===== src/rtl/vga_pkg.sv =====
// vga_pkg: shared timing defaults (640x480@60), scan FSM states and RGB565 pixel type.
package vga_pkg;
    localparam int DEF_H_ACTIVE = 640;
    localparam int DEF_H_FP     = 16;
    localparam int DEF_H_SYNC   = 96;
    localparam int DEF_H_BP     = 48;
    localparam int DEF_V_ACTIVE = 480;
    localparam int DEF_V_FP     = 10;
    localparam int DEF_V_SYNC   = 2;
    localparam int DEF_V_BP     = 33;
    localparam bit DEF_SYNC_POL = 1'b0;

    typedef enum logic [1:0] {IDLE, SEEK, WAIT_VS, RUN} scan_state_e;

    typedef struct packed {
        logic [4:0] r;
        logic [5:0] g;
        logic [4:0] b;
    } rgb565_t;
endpackage


===== src/rtl/vga_timing_gen.sv =====
// vga_timing_gen: free-running raster counters, registered sync outputs and position strobes.
// Ports: vga_clk/rst (async, active-high); act = inside visible area; first_pix = (0,0);
// last_pix = last visible pixel; frame_wrap = final count of the frame; hsync/vsync registered.
import vga_pkg::*;

module vga_timing_gen #(
    parameter int H_ACTIVE = DEF_H_ACTIVE,
    parameter int H_FP     = DEF_H_FP,
    parameter int H_SYNC   = DEF_H_SYNC,
    parameter int H_BP     = DEF_H_BP,
    parameter int V_ACTIVE = DEF_V_ACTIVE,
    parameter int V_FP     = DEF_V_FP,
    parameter int V_SYNC   = DEF_V_SYNC,
    parameter int V_BP     = DEF_V_BP,
    parameter bit SYNC_POL = DEF_SYNC_POL
) (
    input  logic vga_clk,
    input  logic rst,
    output logic act,
    output logic first_pix,
    output logic last_pix,
    output logic frame_wrap,
    output logic hsync,
    output logic vsync
);
    localparam int H_TOTAL = H_ACTIVE + H_FP + H_SYNC + H_BP;
    localparam int V_TOTAL = V_ACTIVE + V_FP + V_SYNC + V_BP;
    localparam int HW = $clog2(H_TOTAL);
    localparam int VW = $clog2(V_TOTAL);
    localparam logic [HW-1:0] H_LAST = HW'(H_TOTAL - 1);
    localparam logic [VW-1:0] V_LAST = VW'(V_TOTAL - 1);
    localparam logic [HW-1:0] H_ACT  = HW'(H_ACTIVE);
    localparam logic [VW-1:0] V_ACT  = VW'(V_ACTIVE);
    localparam logic [HW-1:0] HS_BEG = HW'(H_ACTIVE + H_FP);
    localparam logic [HW-1:0] HS_END = HW'(H_ACTIVE + H_FP + H_SYNC);
    localparam logic [VW-1:0] VS_BEG = VW'(V_ACTIVE + V_FP);
    localparam logic [VW-1:0] VS_END = VW'(V_ACTIVE + V_FP + V_SYNC);

    logic [HW-1:0] h_cnt;
    logic [VW-1:0] v_cnt;
    logic h_end, v_end;

    assign h_end      = h_cnt == H_LAST;
    assign v_end      = v_cnt == V_LAST;
    assign act        = (h_cnt < H_ACT) && (v_cnt < V_ACT);
    assign first_pix  = (h_cnt == '0) && (v_cnt == '0);
    assign last_pix   = (h_cnt == H_ACT - 1'b1) && (v_cnt == V_ACT - 1'b1);
    assign frame_wrap = h_end && v_end;

    always_ff @(posedge vga_clk or posedge rst) begin
        if (rst) begin
            h_cnt <= '0;
            v_cnt <= '0;
            hsync <= !SYNC_POL;
            vsync <= !SYNC_POL;
        end else begin
            h_cnt <= h_end ? '0 : h_cnt + 1'b1;
            if (h_end)
                v_cnt <= v_end ? '0 : v_cnt + 1'b1;
            hsync <= (h_cnt >= HS_BEG && h_cnt < HS_END) ? SYNC_POL : !SYNC_POL;
            vsync <= (v_cnt >= VS_BEG && v_cnt < VS_END) ? SYNC_POL : !SYNC_POL;
        end
    end
endmodule


===== src/rtl/vga_scan_ctrl.sv =====
// vga_scan_ctrl: VGA scan-out; aligns FWFT FIFO frames to the raster by sof tag, recovers from underflow.
// Ports: vga_clk/rst (async, active-high); enable; pix_data/pix_sof/pix_empty = FIFO head;
// pix_rd = FIFO pop; HSYNC_Sig/VSYNC_Sig/Red_Sig/Green_Sig/Blue_Sig = registered VGA pins;
// underflow = sticky error; frame_done = pulse with the last visible pixel of an aligned frame.
import vga_pkg::*;

module vga_scan_ctrl #(
    parameter int H_ACTIVE = DEF_H_ACTIVE,
    parameter int H_FP     = DEF_H_FP,
    parameter int H_SYNC   = DEF_H_SYNC,
    parameter int H_BP     = DEF_H_BP,
    parameter int V_ACTIVE = DEF_V_ACTIVE,
    parameter int V_FP     = DEF_V_FP,
    parameter int V_SYNC   = DEF_V_SYNC,
    parameter int V_BP     = DEF_V_BP,
    parameter bit SYNC_POL = DEF_SYNC_POL
) (
    input  logic        vga_clk,
    input  logic        rst,
    input  logic        enable,
    input  logic [15:0] pix_data,
    input  logic        pix_sof,
    input  logic        pix_empty,
    output logic        pix_rd,
    output logic        HSYNC_Sig,
    output logic        VSYNC_Sig,
    output logic [4:0]  Red_Sig,
    output logic [5:0]  Green_Sig,
    output logic [4:0]  Blue_Sig,
    output logic        underflow,
    output logic        frame_done
);
    scan_state_e state, state_nx;
    rgb565_t     rgb;
    logic        act, first_pix, last_pix, frame_wrap;
    logic        run_act, bad_sof, starve;

    vga_timing_gen #(
        .H_ACTIVE(H_ACTIVE), .H_FP(H_FP), .H_SYNC(H_SYNC), .H_BP(H_BP),
        .V_ACTIVE(V_ACTIVE), .V_FP(V_FP), .V_SYNC(V_SYNC), .V_BP(V_BP),
        .SYNC_POL(SYNC_POL)
    ) u_timing (
        .vga_clk   (vga_clk),
        .rst       (rst),
        .act       (act),
        .first_pix (first_pix),
        .last_pix  (last_pix),
        .frame_wrap(frame_wrap),
        .hsync     (HSYNC_Sig),
        .vsync     (VSYNC_Sig)
    );

    // An sof tag anywhere but (0,0) means the FIFO frame slipped against the raster.
    assign run_act = (state == RUN) && act;
    assign bad_sof = run_act && !pix_empty && pix_sof && !first_pix;
    assign starve  = run_act && pix_empty;
    assign pix_rd  = ((state == SEEK) && !pix_empty && !pix_sof) ||
                     (run_act && !pix_empty && !bad_sof);

    always_comb begin
        state_nx = state;
        case (state)
            IDLE:    state_nx = SEEK;
            SEEK:    state_nx = (!pix_empty && pix_sof) ? WAIT_VS : SEEK;
            WAIT_VS: state_nx = frame_wrap ? RUN : WAIT_VS;
            RUN:     state_nx = starve ? SEEK : bad_sof ? WAIT_VS : RUN;
            default: state_nx = IDLE;
        endcase
        if (!enable)
            state_nx = IDLE;
    end

    always_ff @(posedge vga_clk or posedge rst) begin
        if (rst) begin
            state      <= IDLE;
            rgb        <= '0;
            underflow  <= 1'b0;
            frame_done <= 1'b0;
        end else begin
            state      <= state_nx;
            rgb        <= ((state == RUN) && pix_rd) ? rgb565_t'(pix_data) : '0;
            underflow  <= underflow || starve || bad_sof;
            frame_done <= (state == RUN) && pix_rd && last_pix;
        end
    end

    assign Red_Sig   = rgb.r;
    assign Green_Sig = rgb.g;
    assign Blue_Sig  = rgb.b;
endmodule


===== config.mk =====
export PLATFORM = sky130hd
export DESIGN_NAME = vga_scan_ctrl
export DESIGN_NICKNAME = d
export VERILOG_FILES = /design/src/rtl/vga_pkg.sv /design/src/rtl/vga_timing_gen.sv /design/src/rtl/vga_scan_ctrl.sv
export SDC_FILE = /design/constraint.sdc
export NUM_CORES = 1
export LEC_CHECK = 0
export BUFFER_PORTS_ARGS = -buffer_cell sky130_fd_sc_hd__buf_2
export CORE_ASPECT_RATIO = 1.75
export CORE_MARGIN = 2
export CORE_UTILIZATION = 54
export CTS_CLUSTER_DIAMETER = 30
export DETAILED_ROUTE_END_ITERATION = 16
export PLACE_DENSITY = 0.79
export REMOVE_ABC_BUFFERS = 1
export SETUP_SLACK_MARGIN = 0.15
export SYNTH_ARGS = -nofsm -noshare
export SYNTH_HDL_FRONTEND = slang
export SYNTH_SLANG_ARGS = --single-unit

===== constraint.sdc =====
create_clock -name vga_clk -period 1.75 [get_ports vga_clk]
set_input_delay 0.2625 -clock vga_clk [delete_from_list [all_inputs] [get_ports vga_clk]]
set_output_delay 0.2625 -clock vga_clk [all_outputs]
set_load 0.05 [all_outputs]

* Word-level counts from Yosys, hierarchy flattened
Cells that the tools add are included.
** Word-level totals
- Word-level logic and storage cells :: 63
- Bits in registers :: 42
- Input bits :: 21
- Output and inout port bits :: 21
** Operators by class
- Reduce and logical (&&, ||, !) cells :: 27
- Equal/unequal tests :: 7
- $lt $le $gt $ge :: 6
- Muxes and demuxes :: 11
- Add/subtract/negate cells :: 2
** Operator list (number)
- $eq A10 B10 Y1 const B :: 3
- $add A10 B1 Y10 const B :: 2
- $logic_not A10 Y1 :: 2
- $lt A10 B10 Y1 const B :: 2
- $lt A10 B9 Y1 const B :: 2
- $mux W10 :: 2
- $logic_and A1 B1 Y1 :: 17
- $mux W16 :: 1
- $eq A10 B9 Y1 const B :: 1
- $ge A10 B10 Y1 const B :: 1
- $ge A10 B9 Y1 const B :: 1
- $pmux W2 S4 :: 1
- $mux W2 :: 3
- $eq A2 B2 Y1 const B :: 2
- $logic_not A1 Y1 :: 4
- $mux W1 :: 4
- $logic_or A1 B1 Y1 :: 3
- $eq A2 B1 Y1 const B :: 1
- $logic_not A2 Y1 :: 1

* Depth between registers and ports, before layout
Gate-level depths: netlist (run 1).
- Word-level depth :: 11
- Mapped depth :: 8
- Depth with buffers taken out :: 6

* Modules after synthesis
A second synthesis (run 1) with hierarchy kept.
** Unflattened totals
- Cells, all modules :: 178
- Area total of the unflattened synthesis :: 1931.9 µm²
** Modules (own cells, without submodules)
- vga_timing_gen :: area each 1177.4 µm², cells an instance 123, times used 1, sequential area each 553.0 µm²
- vga_scan_ctrl :: area each 754.5 µm², cells an instance 55, times used 1, sequential area each 500.5 µm²

* Least setup slack after synthesis (run 1)
No wires, ideal clock.
- Kind :: register to output
- From :: register u_timing.v_cnt[0]
- To :: output pix_rd
- Data arrival time :: 2.262 ns
- Buffers on the path :: 1
- Data required time :: 1.487 ns
- Stages on the path, launching flop included :: 8
- Slack :: -0.774 ns
- Cell sequence :: dfrtp_1 inv_1 ha_1 nor2b_1 nand4_1 o21a_1 buf_6 o21ai_0
** On the way
- Longest elaborated chain between the ends :: 9
- Elaborated cells on any way between the ends :: 12
- Classes of those cells :: 1 x order compare; 11 x reduce/logical
** RTL lines
- start: declaration :: RTL line vga_timing_gen.sv:40 : logic [VW-1:0] v_cnt;
- start signal: assignment :: RTL line vga_timing_gen.sv:59 : v_cnt <= v_end ? '0 : v_cnt + 1'b1;
- $lt A10 B9 Y1 :: RTL line vga_timing_gen.sv:45 : assign act = (h_cnt < H_ACT) && (v_cnt < V_ACT);
- $logic_and A1 B1 Y1 :: RTL line vga_timing_gen.sv:45
- $logic_and A1 B1 Y1 :: RTL line vga_scan_ctrl.sv:54 : assign run_act = (state == RUN) && act;
- $logic_and A1 B1 Y1 :: RTL line vga_scan_ctrl.sv:55, vga_scan_ctrl.sv:58
- $logic_and A1 B1 Y1 (2 in a row) :: RTL line vga_scan_ctrl.sv:55 : assign bad_sof = run_act && !pix_empty && pix_sof && !first_pix;
- $logic_not A1 Y1 :: RTL line vga_scan_ctrl.sv:58 : (run_act && !pix_empty && !bad_sof);
- $logic_and A1 B1 Y1 (*) :: RTL line vga_scan_ctrl.sv:58
- $logic_or A1 B1 Y1 (*) :: RTL line vga_scan_ctrl.sv:57 : assign pix_rd = ((state == SEEK) && !pix_empty && !pix_sof) ||
- end: declaration :: RTL line vga_scan_ctrl.sv:24 : output logic pix_rd,
Mark *: on every way between the ends. The rest lies on a longest branch, timed or not.

* Worst setup path after layout (run 1)
- From :: register u_timing.h_cnt[3]
- To :: output pix_rd
** On the way
- Longest elaborated chain between the ends :: 9
- Elaborated cells on any way between the ends :: 12
- Classes of those cells :: 1 x order compare; 11 x reduce/logical
** RTL lines
- start: declaration :: RTL line vga_timing_gen.sv:39 : logic [HW-1:0] h_cnt;
- start signal: assignment :: RTL line vga_timing_gen.sv:57 : h_cnt <= h_end ? '0 : h_cnt + 1'b1;
- $lt A10 B10 Y1 :: RTL line vga_timing_gen.sv:45
- $logic_and A1 B1 Y1 :: RTL line vga_timing_gen.sv:45
- $logic_and A1 B1 Y1 :: RTL line vga_scan_ctrl.sv:54
- $logic_and A1 B1 Y1 :: RTL line vga_scan_ctrl.sv:55, vga_scan_ctrl.sv:58
- $logic_and A1 B1 Y1 (2 in a row) :: RTL line vga_scan_ctrl.sv:55
- $logic_not A1 Y1 :: RTL line vga_scan_ctrl.sv:58
- $logic_and A1 B1 Y1 (*) :: RTL line vga_scan_ctrl.sv:58
- $logic_or A1 B1 Y1 (*) :: RTL line vga_scan_ctrl.sv:57
Marks and branches as above.

==> results of run 1 <==
## logic make-up after synthesis
kind of cell | Yosys count | share of synthesized area (%)
AOI/OAI and AO/OA | 14 | 4.17
xor gates and xnor gates | 14 | 6.11
adders and majority gates | 4 | 2.49
buffers and inverters | 13 | 4.17
DFF | 42 | 52.5
muxes | 1 | 0.498
and+or+nand+nor | 85 | 30.1
## per-stage QoR
step                total power (W)  TNS [ps]  worst slack [ps]  cell area [sq um]
floorplan                   0.00107     -1100             -1100               1940
global placement            0.00111     -27.2             -27.2               2450
detailed placement          0.00111     -63.4             -63.4               2450
CTS                         0.00174      -286              -228               2740
global route                0.00183     -2930              -491               2980
finish                      0.00177     -2290              -465               2980
## cell usage after synthesis, drive strengths merged, types with 3 or more instances
master	instances	area, sq um
nor3b	16	165
and4	4	37.5
buf	8	65.1
nor2	11	43.8
xnor2	5	43.8
inv	5	18.8
nor3	4	25.0
o21ai	8	40.0
and3	5	32.5
nor4b	3	47.5
nand2b	3	18.8
nand4	6	37.5
ha	4	50.1
nand2	8	30.0
nand3	13	65.1
dfrtp	40	1000
xor2	9	78.8
## timing repair
action,4_1_cts,5_1_grt
pin swaps,7,20
buffers inserted,11,11
gates resized for setup,30,39
setup endpoints to repair,29,30
## worst paths after layout
| path | from | end | cells past startpoint |
|---|---|---|---|
| min in group vga_clk | pix_data[0] | Blue_Sig[0]$_DFF_PP0_ | 2 |
| setup reg to reg | u_timing.v_cnt[7]$_DFFE_PP0N_ | state[0]$_DFF_PP0_ | 9 |
| hold / removal | rst | u_timing.h_cnt[4]$_DFF_PP0_ | 3 |
| max in group asynchronous | rst | u_timing.v_cnt[7]$_DFFE_PP0N_ | 3 |
| hold reg to reg | underflow$_DFF_PP0_ | underflow$_DFF_PP0_ | 1 |
| setup / recovery | u_timing.h_cnt[3]$_DFF_PP0_ | pix_rd | 5 |
## state kept, by name (all words and copies together), names as in the netlist
| register | cells |
|---|---|
| Red_Sig | 5 |
| Blue_Sig | 5 |
| Green_Sig | 6 |
| frame_done | 1 |
| u_timing.h_cnt | 10 |
| underflow | 1 |
| u_timing.v_cnt | 10 |
| u_timing.hsync | 1 |
| u_timing.vsync | 1 |
| state | 2 |
## power by group through the flow
stage               combinational, W  clock [W]  sequential [W]
finish                      0.000123   0.000659        0.000984
global route                0.000132   0.000712        0.000985
CTS                         0.000113   0.000649        0.000983
detailed placement          0.000109          0         0.00100
global placement            0.000109          0         0.00100
floorplan                  0.0000500          0         0.00102
## routing by layer
metal	vias up	share of wire, %
met5	-	0
met4	0	7.0
met3	37	6.0
met2	132	54
met1	921	33
li1	800	-
## critical path, stage by stage (launching register included)
cell and delay (ps):
dfrtp_1 430, nor4_1 440, nand2_1 190, o21a_1 260, o21ai_2 160, buf_6 180
## cell type report
class	count	area (sq um)	share of cell area, %
Timing Repair Buffer	95	678	22.7
Clock inverter	2	12.5	0.419
Multi-Input combinational cell	118	1080	36.1
Inverter	5	18.8	0.629
Tap cell	46	57.6	1.93
Clock buffer	6	82.6	2.77
Sequential cell	42	1060	35.4
==> flow_summary.toml, run 1 <==
[setup_path]
arrival_ps = 1950
worstPathRequired_ps = 1490
cp-end-kind = "primary output"
crit_type = "register to primary output"
crit_fanout = 2
rrSetupSlack_ps = -220
critPathLaunchType = "register"

[clock_tree]
ctsLongestPathBuffers = 2
clock_sinks = 42
clk_latency_ps = 300
root_buffer = "clkbuf_8"
holdBufCountCts = 0
cts_buffers = 5
clk_pin_slew_ps = 80
htree_num_levels = 2
cts_tree = "built"

[floorplanning]
start_util_pct = 55.9
die_w_um = 50.1
io_pins = 42
dieArea_sq_mm = 0.00424
die_y_um = 84.7
coreArea_sq_mm = 0.00359
num_rows = 29

[power]
p_per_area_mw_per_mm2 = 592
clockPowerShare_pct = 37.3
irDropWorstVdd_mv = 0.552
sw_frac_of_total_pct = 24.0
pwr-share-seq_pct = 55.7
switchingPower_w = 0.000424
power_frac_comb_pct = 6.9
power.leakage_nw = 1.42
intPower_w = 0.00134

[worst_hold_path]
hp-class = "input pin to async pin"

[yosys]
synth_area_sq_mm = 0.00201
seq_area_frac_synth_pct = 52.5
postSynthAreaPerCell_sq_um = 11.6
synthArstFlopShare_pct = 100
synthFlopType = "dfrtp_1"
ys_types = 43
synth-edff-count = 0
synth_warnings = 0
syn-instance-count = 173
ys_ff_latch = 42

[grt]
antenna_found_initial = 0
grt_use_total_pct = 27.8
use_met2_pct = 51.6
met3_usage_pct = 4.27
use_met1_pct = 26.0
grt_max_degree = 43
grt_pass1_wl_mm = 8.71
overflow = 0
grt_pass1_vias = 1867
busiest_layer = "met2"

[sta]
holdWs_ps = 91.6
tightest_slew_ps = 529
grt_setup_unrepaired = "yes"
fmaxAchievable_ghz = 0.451
fin_crit_sh_pct = 127
clock-skew-final_ps = 7.59
fin_ws_ps = -465
relSlewSlack_pct = 64.8
final-max-slew-violation-count = 0
min_period_ps = 2220
hold_viol_final = 0
finalSetupViolations = 20

[final_layout]
final_cell_mix = "buf_2 (40), buf_4 (40), dfrtp_1 (37), nor3b_2 (15), buf_6 (14)"
drive_gt1_share_pct = 58.6
fin_util_pct = 83.0
fill_cells = 185
nNetsFinal = 292
stdcell_count = 314
area_delta_synth_final_pct = 48.5
antennaDiodeCount = 0

[place]
dpl.hpwl_mm = 3.22
gp_congestion = 0.875
dpl.cell_count = 284
numPortBuffers = 41

[route]
wire_per_inst_um = 21.5
drc = 0
drtIter0Drc = 58
vias = 1890
routed_via_density = 6.02
dr.pass1.iters = 4
wirelength_mm = 6.75
detail-route-antenna-nets = 0

[run_status]
outcome = "finished, violations left"
violations = "setup timing"

[flow_run]
cap_viol_max_count = 0
(Power assumes the default switching activity.)
==> run 2, diff against run 1 <==
--- a/config.mk
+++ b/config.mk
@@ -7,2 +7,3 @@
 export LEC_CHECK = 0
+export ABC_AREA = 0
 export BUFFER_PORTS_ARGS = -buffer_cell sky130_fd_sc_hd__buf_2
@@ -11,3 +12,3 @@
 export CORE_UTILIZATION = 54
-export CTS_CLUSTER_DIAMETER = 30
+export CTS_CLUSTER_DIAMETER = 200
 export DETAILED_ROUTE_END_ITERATION = 16
==> constraint.sdc (replaced) <==
create_clock -name vga_clk -period 1.75 [get_ports vga_clk]
set_input_delay 0.525 -clock vga_clk [delete_from_list [all_inputs] [get_ports vga_clk]]
set_output_delay 0.525 -clock vga_clk [all_outputs]
set_load 0.05 [all_outputs]
==> run 2 against run 1 <==
Net effect: the run still ends with setup timing left; largest power group unchanged; design area down 6.1%; routed wire length down 19%; core utilization down 5.1 points.
==> flow_summary.toml, run 2 (synthesis results as in run 1) <==
[clock_tree]
ctsLongestPathBuffers = 2
clk_latency_ps = 300
clock_sinks = 42
cts_tree = "built"
root_buffer = "clkbuf_8"
clk_pin_slew_ps = 90
holdBufCountCts = 0
htree_num_levels = 2
cts_buffers = 5

[route]
dr.pass1.iters = 4
detail-route-antenna-nets = 0
wire_per_inst_um = 18.2
drc = 0
wirelength_mm = 5.49
routed_via_density = 5.71
vias = 1723
drtIter0Drc = 41

[floorplanning]
coreArea_sq_mm = 0.00359
dieArea_sq_mm = 0.00424
die_y_um = 84.7
die_w_um = 50.1
num_rows = 29
start_util_pct = 55.9
io_pins = 42

[grt]
antenna_found_initial = 0
grt_max_degree = 43
grt_pass1_vias = 1822
grt_use_total_pct = 24.9
overflow = 0
grt_pass1_wl_mm = 8.02

[final_layout]
final_cell_mix = "dfrtp_1 (40), buf_2 (38), buf_4 (36), nor3b_2 (14)"
antennaDiodeCount = 0
fill_cells = 226
nNetsFinal = 280
drive_gt1_share_pct = 52.7
area_delta_synth_final_pct = 39.4
layout_commonest_cell = "dfrtp_1"
final_area_sq_mm = 0.00280

[place]
dpl.hpwl_mm = 3.40
placed_area_sq_mm = 0.00250
numPortBuffers = 41
gp_congestion = 0.896

[sta]
holdWs_ps = 277
final-max-slew-violation-count = 0
fin_ws_ps = -580
relSlewSlack_pct = 80.0
clock-skew-final_ps = 19.5
finalSetupViolations = 1
min_period_ps = 2330
fin_crit_sh_pct = 133
fmaxAchievable_ghz = 0.429
hold_viol_final = 0
grt_setup_unrepaired = "yes"
tightest_slew_ps = 300

[setup_path]
timing.rr.end = "Blue_Sig[3]$_DFF_PP0_"
startpoint = "u_timing.v_cnt[8]$_DFFE_PP0N_"
cp-end-kind = "primary output"
arrival_ps = 1800
rrSetupSlack_ps = 0
crit_type = "register to primary output"
critPathLaunchType = "register"
worstPathRequired_ps = 1220
crit_fanout = 3
rr_startpoint = "u_timing.v_cnt[0]$_DFFE_PP0N_"
reg2reg_depth = 8

[flow_run]
cap_viol_max_count = 0

[worst_hold_path]
hp-class = "input pin to async pin"

[run_status]
outcome = "finished, violations left"
violations = "setup timing"

[power]
irDropWorstVdd_mv = 0.660
power.leakage_nw = 1.36
power_w = 0.00173
p_per_area_mw_per_mm2 = 617
-- run 2: layout make-up --
| cell class | count | area (sq um) | area share [%] |
|---|---|---|---|
| Sequential cell | 42 | 1050 | 37.6 |
| Multi-Input combinational cell | 118 | 1000 | 35.8 |
| Timing Repair Buffer | 83 | 586 | 20.9 |
| Clock buffer | 6 | 72.6 | 2.59 |
| Tap cell | 46 | 57.6 | 2.06 |
| Inverter | 5 | 18.8 | 0.670 |
| Clock inverter | 2 | 10.0 | 0.357 |
-- run 2: critical path: stages, from the launching register on --
cell,delay (ps)
dfrtp_1,450
and4_4,240
nor4b_4,300
nand2b_1,140
o21ai_2,180
buf_6,180
-- run 2: report_power, final --
part / switching (W) / leakage, nW / internal (W)
logic: 0.0000799 / 0.754 / 0.0000637
clock network: 0.000325 / 0.0450 / 0.000277
registers: 0.00000602 / 0.562 / 0.000978
-- run 2: repair_timing --
action	4_1_cts	5_1_grt
pin swaps	6	14
cloned	0	1
setup buffers	1	2
endpoints found under the hold margin	0	0
setup endpoints to repair	29	31
resized for setup	22	21
-- run 2: how the worst max path moves through the flow --
stage          cells past startpoint  endpoint  slack [ps]
2_1_floorplan                      4    pix_rd       -1360
3_3_place_gp                       4    pix_rd        -370
3_5_place_dp                       4    pix_rd        -390
4_1_cts                            7    pix_rd        -490
5_1_grt                            5    pix_rd        -680
6_report                           5    pix_rd        -580
-- run 2: per-layer routing --
metal  GRT usage (%)  share of wire (%)  vias to the layer above
met3            4.45                4.8                       26
li1                -                  -                      773
met1            23.7                 36                      850
met5               0                  0                        -
met2            48.0                 55                       74
met4            12.9                4.5                        0
-- run 2: metrics by stage --
step / util [%] / TNS [ps] / instances / setup slack [ps]
floorplan: - / -1360 / 165 / -1360
global placement: 69.7 / -373 / 290 / -373
detailed placement: 69.7 / -388 / 290 / -388
CTS: 74.6 / -487 / 299 / -487
global route: 78.0 / -1670 / 302 / -677
finish: 78.0 / -580 / 302 / -580
